[config.mk]
export PLATFORM = sky130hd
export DESIGN_NAME = sr_register_bank
export DESIGN_NICKNAME = d
export VERILOG_FILES = /design/src/rtl/sr_register_bank.sv
export SDC_FILE = /design/constraint.sdc
export NUM_CORES = 1
export LEC_CHECK = 0
export ABC_AREA = 1
export BUFFER_PORTS_ARGS = -buffer_cell sky130_fd_sc_hd__buf_2
export CORE_ASPECT_RATIO = 1.4
export CORE_MARGIN = 4
export CORE_UTILIZATION = 48
export CTS_CLUSTER_SIZE = 30
export DETAILED_ROUTE_END_ITERATION = 10
export MAX_ROUTING_LAYER = met4
export PLACE_DENSITY_LB_ADDON = 0.05
export SYNTH_ARGS = -nofsm -noshare
export SYNTH_HDL_FRONTEND = slang
export SYNTH_SLANG_ARGS = --single-unit
[constraint.sdc]
create_clock -name clk -period 1.7 [get_ports clk]
set_input_delay 0.51 -clock clk [delete_from_list [all_inputs] [get_ports clk]]
set_output_delay 0.51 -clock clk [all_outputs]
set_load 0.02 [all_outputs]
[src/rtl/sr_register_bank.sv]
// -----------------------------------------------------------------------------
// sr_register_bank
//   Bank of CH clocked SR storage channels behind one shared update gate.
//   The s=r=1 case is resolved at run time by 'mode': strict (hold + flag),
//   set-dominant, reset-dominant or toggle. Each channel also produces
//   registered rise/fall pulses and a sticky illegal-input flag. A saturating
//   counter tallies cycles that contained at least one illegal event.
//
//   Optional feature (compile-time macro SR_GLITCH_FILTER_EN):
//     Each channel's raw {s,r} pair must stay stable for FILTER_CYCLES
//     consecutive samples before it is committed to a filtered pair {sf,rf},
//     which then drives the SR logic. Without the macro, raw s/r feed the
//     SR logic directly and no filter registers exist.
//
// Ports:
//   clk        rising-edge clock
//   reset      synchronous, active-high reset (highest priority)
//   control    1 = channels may update, 0 = q/illegal/err_count hold
//   s, r       per-channel set / reset requests
//   mode       s=r=1 resolution: 00 strict, 01 set, 10 reset, 11 toggle
//   clr_err    clears illegal[] and err_count
//   q          stored channel values
//   q_rise     one-cycle pulse in the first cycle q[i] reads 1
//   q_fall     one-cycle pulse in the first cycle q[i] reads 0
//   illegal    sticky flag: channel saw s=r=1 in strict mode
//   err_count  saturating count of cycles with any illegal event
// -----------------------------------------------------------------------------
module sr_register_bank #(
   parameter int              CH            = 8,
   parameter int              CNT_W         = 8,
   parameter logic [CH-1:0]   RESET_VAL     = {CH{1'b0}},
   parameter int              FILTER_CYCLES = 2
) (
   input  logic              clk,
   input  logic              reset,
   input  logic              control,
   input  logic [CH-1:0]     s,
   input  logic [CH-1:0]     r,
   input  logic [1:0]        mode,
   input  logic              clr_err,
   output logic [CH-1:0]     q,
   output logic [CH-1:0]     q_rise,
   output logic [CH-1:0]     q_fall,
   output logic [CH-1:0]     illegal,
   output logic [CNT_W-1:0]  err_count
);

   localparam logic [CNT_W-1:0] ERR_MAX = {CNT_W{1'b1}};

   localparam logic [1:0] MODE_STRICT = 2'b00;
   localparam logic [1:0] MODE_SET    = 2'b01;
   localparam logic [1:0] MODE_RESET  = 2'b10;
   localparam logic [1:0] MODE_TOGGLE = 2'b11;

   // Elaboration-time parameter range guards
   if ((CH < 1) || (CH > 64)) begin : g_bad_ch
      $error("sr_register_bank: CH must be in 1..64");
   end
   if ((FILTER_CYCLES < 1) || (FILTER_CYCLES > 15)) begin : g_bad_filter
      $error("sr_register_bank: FILTER_CYCLES must be in 1..15");
   end

   // Saturating increment for the illegal-event counter
   function automatic logic [CNT_W-1:0] sat_inc(input logic [CNT_W-1:0] v);
      logic [CNT_W-1:0] res;
      if (v == ERR_MAX) begin
         res = ERR_MAX;
      end else begin
         res = v + {{(CNT_W-1){1'b0}}, 1'b1};
      end
      return res;
   endfunction

   // Effective set/reset pair seen by the SR logic
   logic [CH-1:0] s_eff;
   logic [CH-1:0] r_eff;

`ifdef SR_GLITCH_FILTER_EN
   localparam logic [3:0] FILT_THR = 4'(FILTER_CYCLES);

   logic [CH-1:0] s_prev_q, s_prev_d;
   logic [CH-1:0] r_prev_q, r_prev_d;
   logic [CH-1:0] sf_q, sf_d;
   logic [CH-1:0] rf_q, rf_d;
   logic [3:0]    stab_q [CH];
   logic [3:0]    stab_d [CH];

   // Stability counters: restart on any raw change, commit once the window is met.
   // They run independently of 'control'; only the q update is gated.
   always_comb begin
      s_prev_d = s;
      r_prev_d = r;
      sf_d     = sf_q;
      rf_d     = rf_q;
      for (int i = 0; i < CH; i++) begin
         if ((s[i] != s_prev_q[i]) || (r[i] != r_prev_q[i])) begin
            // This sample is the first of a new stable run
            stab_d[i] = 4'd1;
         end else if (stab_q[i] == 4'hF) begin
            stab_d[i] = 4'hF;
         end else begin
            stab_d[i] = stab_q[i] + 4'd1;
         end
         if (stab_d[i] >= FILT_THR) begin
            sf_d[i] = s[i];
            rf_d[i] = r[i];
         end else begin
            sf_d[i] = sf_q[i];
            rf_d[i] = rf_q[i];
         end
      end
   end

   // Filter state registers
   always_ff @(posedge clk) begin
      if (reset) begin
         s_prev_q <= {CH{1'b0}};
         r_prev_q <= {CH{1'b0}};
         sf_q     <= {CH{1'b0}};
         rf_q     <= {CH{1'b0}};
         for (int i = 0; i < CH; i++) begin
            stab_q[i] <= 4'd0;
         end
      end else begin
         s_prev_q <= s_prev_d;
         r_prev_q <= r_prev_d;
         sf_q     <= sf_d;
         rf_q     <= rf_d;
         for (int i = 0; i < CH; i++) begin
            stab_q[i] <= stab_d[i];
         end
      end
   end

   assign s_eff = sf_q;
   assign r_eff = rf_q;
`else
   assign s_eff = s;
   assign r_eff = r;
`endif

   logic [CH-1:0]    q_q, q_d;
   logic [CH-1:0]    rise_q, rise_d;
   logic [CH-1:0]    fall_q, fall_d;
   logic [CH-1:0]    ill_q, ill_d;
   logic [CH-1:0]    ill_ev_s;
   logic [CNT_W-1:0] err_q, err_d;
   logic             any_ill_s;

   // Per-channel SR next-state with mode-dependent s=r=1 resolution
   always_comb begin
      q_d      = q_q;
      ill_ev_s = {CH{1'b0}};
      if (control) begin
         for (int i = 0; i < CH; i++) begin
            case ({s_eff[i], r_eff[i]})
               2'b00: q_d[i] = q_q[i];
               2'b01: q_d[i] = 1'b0;
               2'b10: q_d[i] = 1'b1;
               2'b11: begin
                  case (mode)
                     MODE_STRICT: begin
                        q_d[i]      = q_q[i];
                        ill_ev_s[i] = 1'b1;
                     end
                     MODE_SET:    q_d[i] = 1'b1;
                     MODE_RESET:  q_d[i] = 1'b0;
                     MODE_TOGGLE: q_d[i] = ~q_q[i];
                     default:     q_d[i] = q_q[i];
                  endcase
               end
               default: q_d[i] = q_q[i];
            endcase
         end
      end else begin
         q_d      = q_q;
         ill_ev_s = {CH{1'b0}};
      end
   end

   assign any_ill_s = |ill_ev_s;

   // Edge pulses, sticky flags and saturating error count
   always_comb begin
      rise_d = q_d & ~q_q;
      fall_d = ~q_d & q_q;
      if (clr_err) begin
         // A fresh event in the clearing cycle survives the clear
         ill_d = ill_ev_s;
         if (any_ill_s) begin
            err_d = {{(CNT_W-1){1'b0}}, 1'b1};
         end else begin
            err_d = {CNT_W{1'b0}};
         end
      end else begin
         ill_d = ill_q | ill_ev_s;
         if (any_ill_s) begin
            err_d = sat_inc(err_q);
         end else begin
            err_d = err_q;
         end
      end
   end

   // Output state registers; reset wins over every other input
   always_ff @(posedge clk) begin
      if (reset) begin
         q_q    <= RESET_VAL;
         rise_q <= {CH{1'b0}};
         fall_q <= {CH{1'b0}};
         ill_q  <= {CH{1'b0}};
         err_q  <= {CNT_W{1'b0}};
      end else begin
         q_q    <= q_d;
         rise_q <= rise_d;
         fall_q <= fall_d;
         ill_q  <= ill_d;
         err_q  <= err_d;
      end
   end

   assign q         = q_q;
   assign q_rise    = rise_q;
   assign q_fall    = fall_q;
   assign illegal   = ill_q;
   assign err_count = err_q;

endmodule

Word level (Yosys, flattened, before mapping)
Cells that the tools add are included.
Word-level totals
  register bits: 40
  output and inout bits: 40
Cells by class
  bitwise gates (word level): 13
  eq/ne operators: 28
  muxes and demuxes: 32
  add/sub/neg operators: 1
  reduce and logical (&&, ||, !) cells: 11
Operators with widths (count)
  case mux 1 bit (4 select lines): 16
  2-to-1 mux 8 bit: 6
  == test 2 bit, second input constant: 18
  == test 2 x 1 -> 1 bit, second input constant: 9
  logical NOT 2 bit: 9
  AND 8 bit: 2
  NOT 8 bit: 2
  2-to-1 mux 1 bit: 10
  adder 8 x 1 -> 8 bit, second input constant: 1
  == test 8 bit, second input constant: 1
  NOT 1 bit: 8
  bitwise OR 8 bit: 1
  OR reduction 8 bit: 1
  nonzero test 2 bit: 1

Logic depth before layout (Yosys ltp)
  word-level depth: 7
  depth in mapped cells: 12
  mapped depth without buffers: 10

Least setup slack after synthesis
Ideal clock, no wire load.
  path kind: input-to-reg
  from: input control
  to: register err_q[7] (netlist: err_count[7])
  slack: 0.219 ns
  stages: 10
  arrival: 1.365 ns
  buffers on the path: 2
  cells stage by stage: buf_6 buf_8 nand2_1 inv_1 nand3_1 nand2_1 nor2_2 nand2_4 o21ai_0 nor2_1
On the way
  longest elaborated chain between the ends: 3
Ends and longest elaborated chain
  from (decl): RTL line 36  | input logic control,
  2-to-1 mux 8 bit: RTL line 154  | if (control) begin
  OR reduction 8 bit: RTL line 181  | assign any_ill_s = |ill_ev_s;
  nonzero test 2 bit (no line)
  to (signal assigned): RTL line 212  | err_q <= {CNT_W{1'b0}};
  to (signal assigned): RTL line 218  | err_q <= err_d;
  to (decl): RTL line 147  | logic [CNT_W-1:0] err_q, err_d;
No other way between the ends.
A chain may end at the register's enable or synchronous reset.

Worst setup path in the final report
  from: register err_q[1] (netlist: err_count[1])
  to: register err_q[5] (netlist: err_count[5])
On the way
  longest elaborated chain between the ends: 4
  elaborated cells between the ends (all ways): 5
Ends and longest elaborated chain
  adder 8 x 1 -> 8 bit / == test 8 bit (equally long branches): RTL line 69, 66
  2-to-1 mux 8 bit (*): RTL line 66  | if (v == ERR_MAX) begin
  2-to-1 mux 8 bit (*): RTL line 197  | if (any_ill_s) begin
  2-to-1 mux 8 bit (*): RTL line 187  | if (clr_err) begin
Mark *: on every way between the ends. The rest lies on a longest branch, timed or not. The select of a mux whose other input is x is not followed.

==> results_dict.tcl <==
set metrics [dict create \
    ios 62 \
    path_class "reg2reg" \
    ys_async_sr_fraction 0 \
    drt_iter0_drc 70 \
    ctsHoldBuffers 0 \
    fin_crit_ns 1.50 \
    avgViaCountPerCell 4.98 \
    grt_max_degree 19 \
    swShare 0.257 \
    synthesis.area_mm2 0.00172 \
    routedWlPerCell_um 12.3 \
    whs_ns 0.455 \
    reg2reg_to "err_count[5]" \
    setup_viol 0 \
    rsz0062_at_grt "no" \
    holdPathStages 2 \
    worst_path_largest_cell_delay_ns 0.39 \
    min_to "illegal[6]" \
    syn-mean-instance-area_um2 7.16 \
    crit_slowest_cell "dfxtp_1" \
    synth_fp_nets 263 \
    grt_pass1_wl_um 7400 \
    synth-warning-count 0 \
    cap_violations 0 \
    gp_congestion 0.869 \
    synth-edff-count 0 \
    final_antenna_net_count 0 \
    seqPwrFrac 0.494 \
    critical_path.cell_chain "ha_1 > nand2_1 > nor3_2 > nand3_1 > o21ai_0 > nand2_1 > a21boi_2" \
    min_from "illegal[6]" \
    ys_top_cells_by_count "75 x nand2_1, 40 x dfxtp_1, 30 x nor2_1" \
    cp-start-kind "flip-flop" \
    worst_pin_slew_ns 0.315 \
    worst_path_dominant_cell_family "simple AND/OR/NAND/NOR gates" \
    io_buffers 61 \
    nets 328 \
    clkLatencyLatePin_ns 0.29 \
    ys_seq_elements 40 \
    r2r_setup_slack_ns 0.20 \
    grt_antenna_before_repair 0 \
    ys_seq_area_frac 0.466 \
    crit_top_cell "nand2_1" \
    num_rows 25 \
    drive_gt1_frac 0.265 \
    clock_power_share 0.377 \
    drc 0 \
    die_w_um 58.6 \
    status "finished clean" \
    clockBufferDepth 2 \
    p_leak_nw 1.12 \
    hold_viol_final 0 \
    coreArea_mm2 0.00341 \
    timing.fmax_mhz 666 \
    worstPathMaxFanout 5 \
    cts_resized 0 \
    internal_power_mw 1.50 \
    vias 1722 \
    fin_setup_tns_ns 0 \
    power.switching_mw 0.518 \
    layout.cells.non_filler 346 \
    period_share 0.883 \
    power_frac_comb 0.130 \
    slew_headroom 0.788 \
    r2r_cells 7 \
    h-tree-depth 2 \
    drt-pass1-iter-count 4 \
    hold_path_class "reg2reg" \
    n_antenna_cell 0 \
    ir_worst_vdd_uv 663 \
    cp.required_ns 1.93 \
    grt_pass1_vias 1700 \
    synth_top_cell_area_share 0.466 \
    netlist_instances 240 \
    start_util 0.504 \
    regToRegStartpoint "err_count[1]" \
    end_kind "flip-flop" \
    synth_flop_cell "dfxtp_1" \
    p_per_area_mw_per_mm2 931 \
    areaGrowthSynthToFinish_pct 25.9 \
    synth_cell_types 24 \
    synth_most_common_cell "nand2_1" \
    cts-root-buf "clkbuf_8" \
    fill_cells 352 \
    synth_top_area_cell "dfxtp_1" \
    die_h_um 78.8 \
    dpl.hpwl_um 3350 \
    synth_area_leaders "dfxtp_1 47%, nand2_1 16%, o21ai_0 7.9%" \
    critPathArrivalTime_ns 1.73 \
    dp.cells 338 \
    cts_buffers 5 \
    clk_pin_slew_ns 0.07 \
    die-area_mm2 0.00461 \
    cts_tree "yes" \
    grt_usage 0.211 \
    skew_ns 0.00341 \
    wirelength_um 4260 \
    final_max_slew_viol_count 0 \
    cts.sinks 40 \
    critPathBufInv 0 \
    post_cts_buffers 0 \
    overflow 0 \
]
-- per-layer routing --
layer  global-route usage  wire (um)
met4               0.0928         91
met3               0.0293        217
met5                    -          0
met2                0.364       2210
met1                0.239       1750
-- logic make-up after synthesis --
kind of cell    after synthesis  share of synthesized area
buf+inv                      23                     0.0641
flops                        40                      0.466
fa+ha+maj                     1                    0.00728
xor+xnor                      3                     0.0153
simple gates                141                      0.350
compound gates               32                     0.0969
-- layout make-up --
type                    count  area (um2)  share of cell area
clock buffers               6        72.6              0.0336
clock inverters             2        35.0              0.0162
inverters                  16        61.3              0.0284
multi-input cells         177         807               0.373
flip-flops and latches     40         801               0.370
well taps                  40        50.0              0.0231
repair buffers             65         335               0.155
-- worst max-delay path by stage --
stage,from,endpoint,slack (ns),cells past startpoint
2_1_floorplan,control,err_count[7],0.22,10
3_3_place_gp,control,err_count[7],0.02,10
3_5_place_dp,control,err_count[7],0.004,10
4_1_cts,err_count[1],err_count[5],0.18,7
5_1_grt,err_count[1],err_count[5],0.06,7
6_report,err_count[1],err_count[5],0.20,7
-- through the flow --
stage	setup slack, ns	power [mW]	utilization	instance area (um2)
after detailed placement	0.00368	1.28	0.603	2050
after global routing	0.0610	2.11	0.634	2160
after floorplan	0.219	1.18	-	1720
final	0.199	2.01	0.634	2160
after CTS	0.178	2.03	0.634	2160
after global placement	0.0242	1.28	0.603	2050
-- worst reg2reg max path, cell delays in order (launching register included) --
cell and delay, ns:
dfxtp_1 0.39, ha_1 0.21, nand2_1 0.10, nor3_2 0.17, nand3_1 0.21, o21ai_0 0.14, nand2_1 0.09, a21boi_2 0.14
-- registers in the layout, indices dropped and copies added (netlist names) --
register   count
q_fall         8
q              8
illegal        8
q_rise         8
err_count      8
-- power groups by stage --
| stage | clock, mW | sequential [mW] | combinational (mW) |
|---|---|---|---|
| 6_report | 0.759 | 0.994 | 0.261 |
| 5_1_grt | 0.814 | 0.999 | 0.297 |
| 4_1_cts | 0.772 | 0.994 | 0.264 |
| 3_5_place_dp | 0 | 1.02 | 0.263 |
| 3_3_place_gp | 0 | 1.02 | 0.263 |
| 2_1_floorplan | 0 | 1.05 | 0.130 |
-- placed cells by master (no fill, tap or decap), types with 2 or more instances in the layout --
master     n
xor2_1     2
nor2_1    30
nor2_2     2
clkbuf_8   5
nand4_1    4
o21ai_0   27
buf_2     61
buf_4      4
dfxtp_1   40
nor3_1    10
nand2_2    2
clkinv_2   2
inv_1     14
nand2_1   75
a21oi_1    4
nand3_1   15
(Power assumes the default switching activity.)
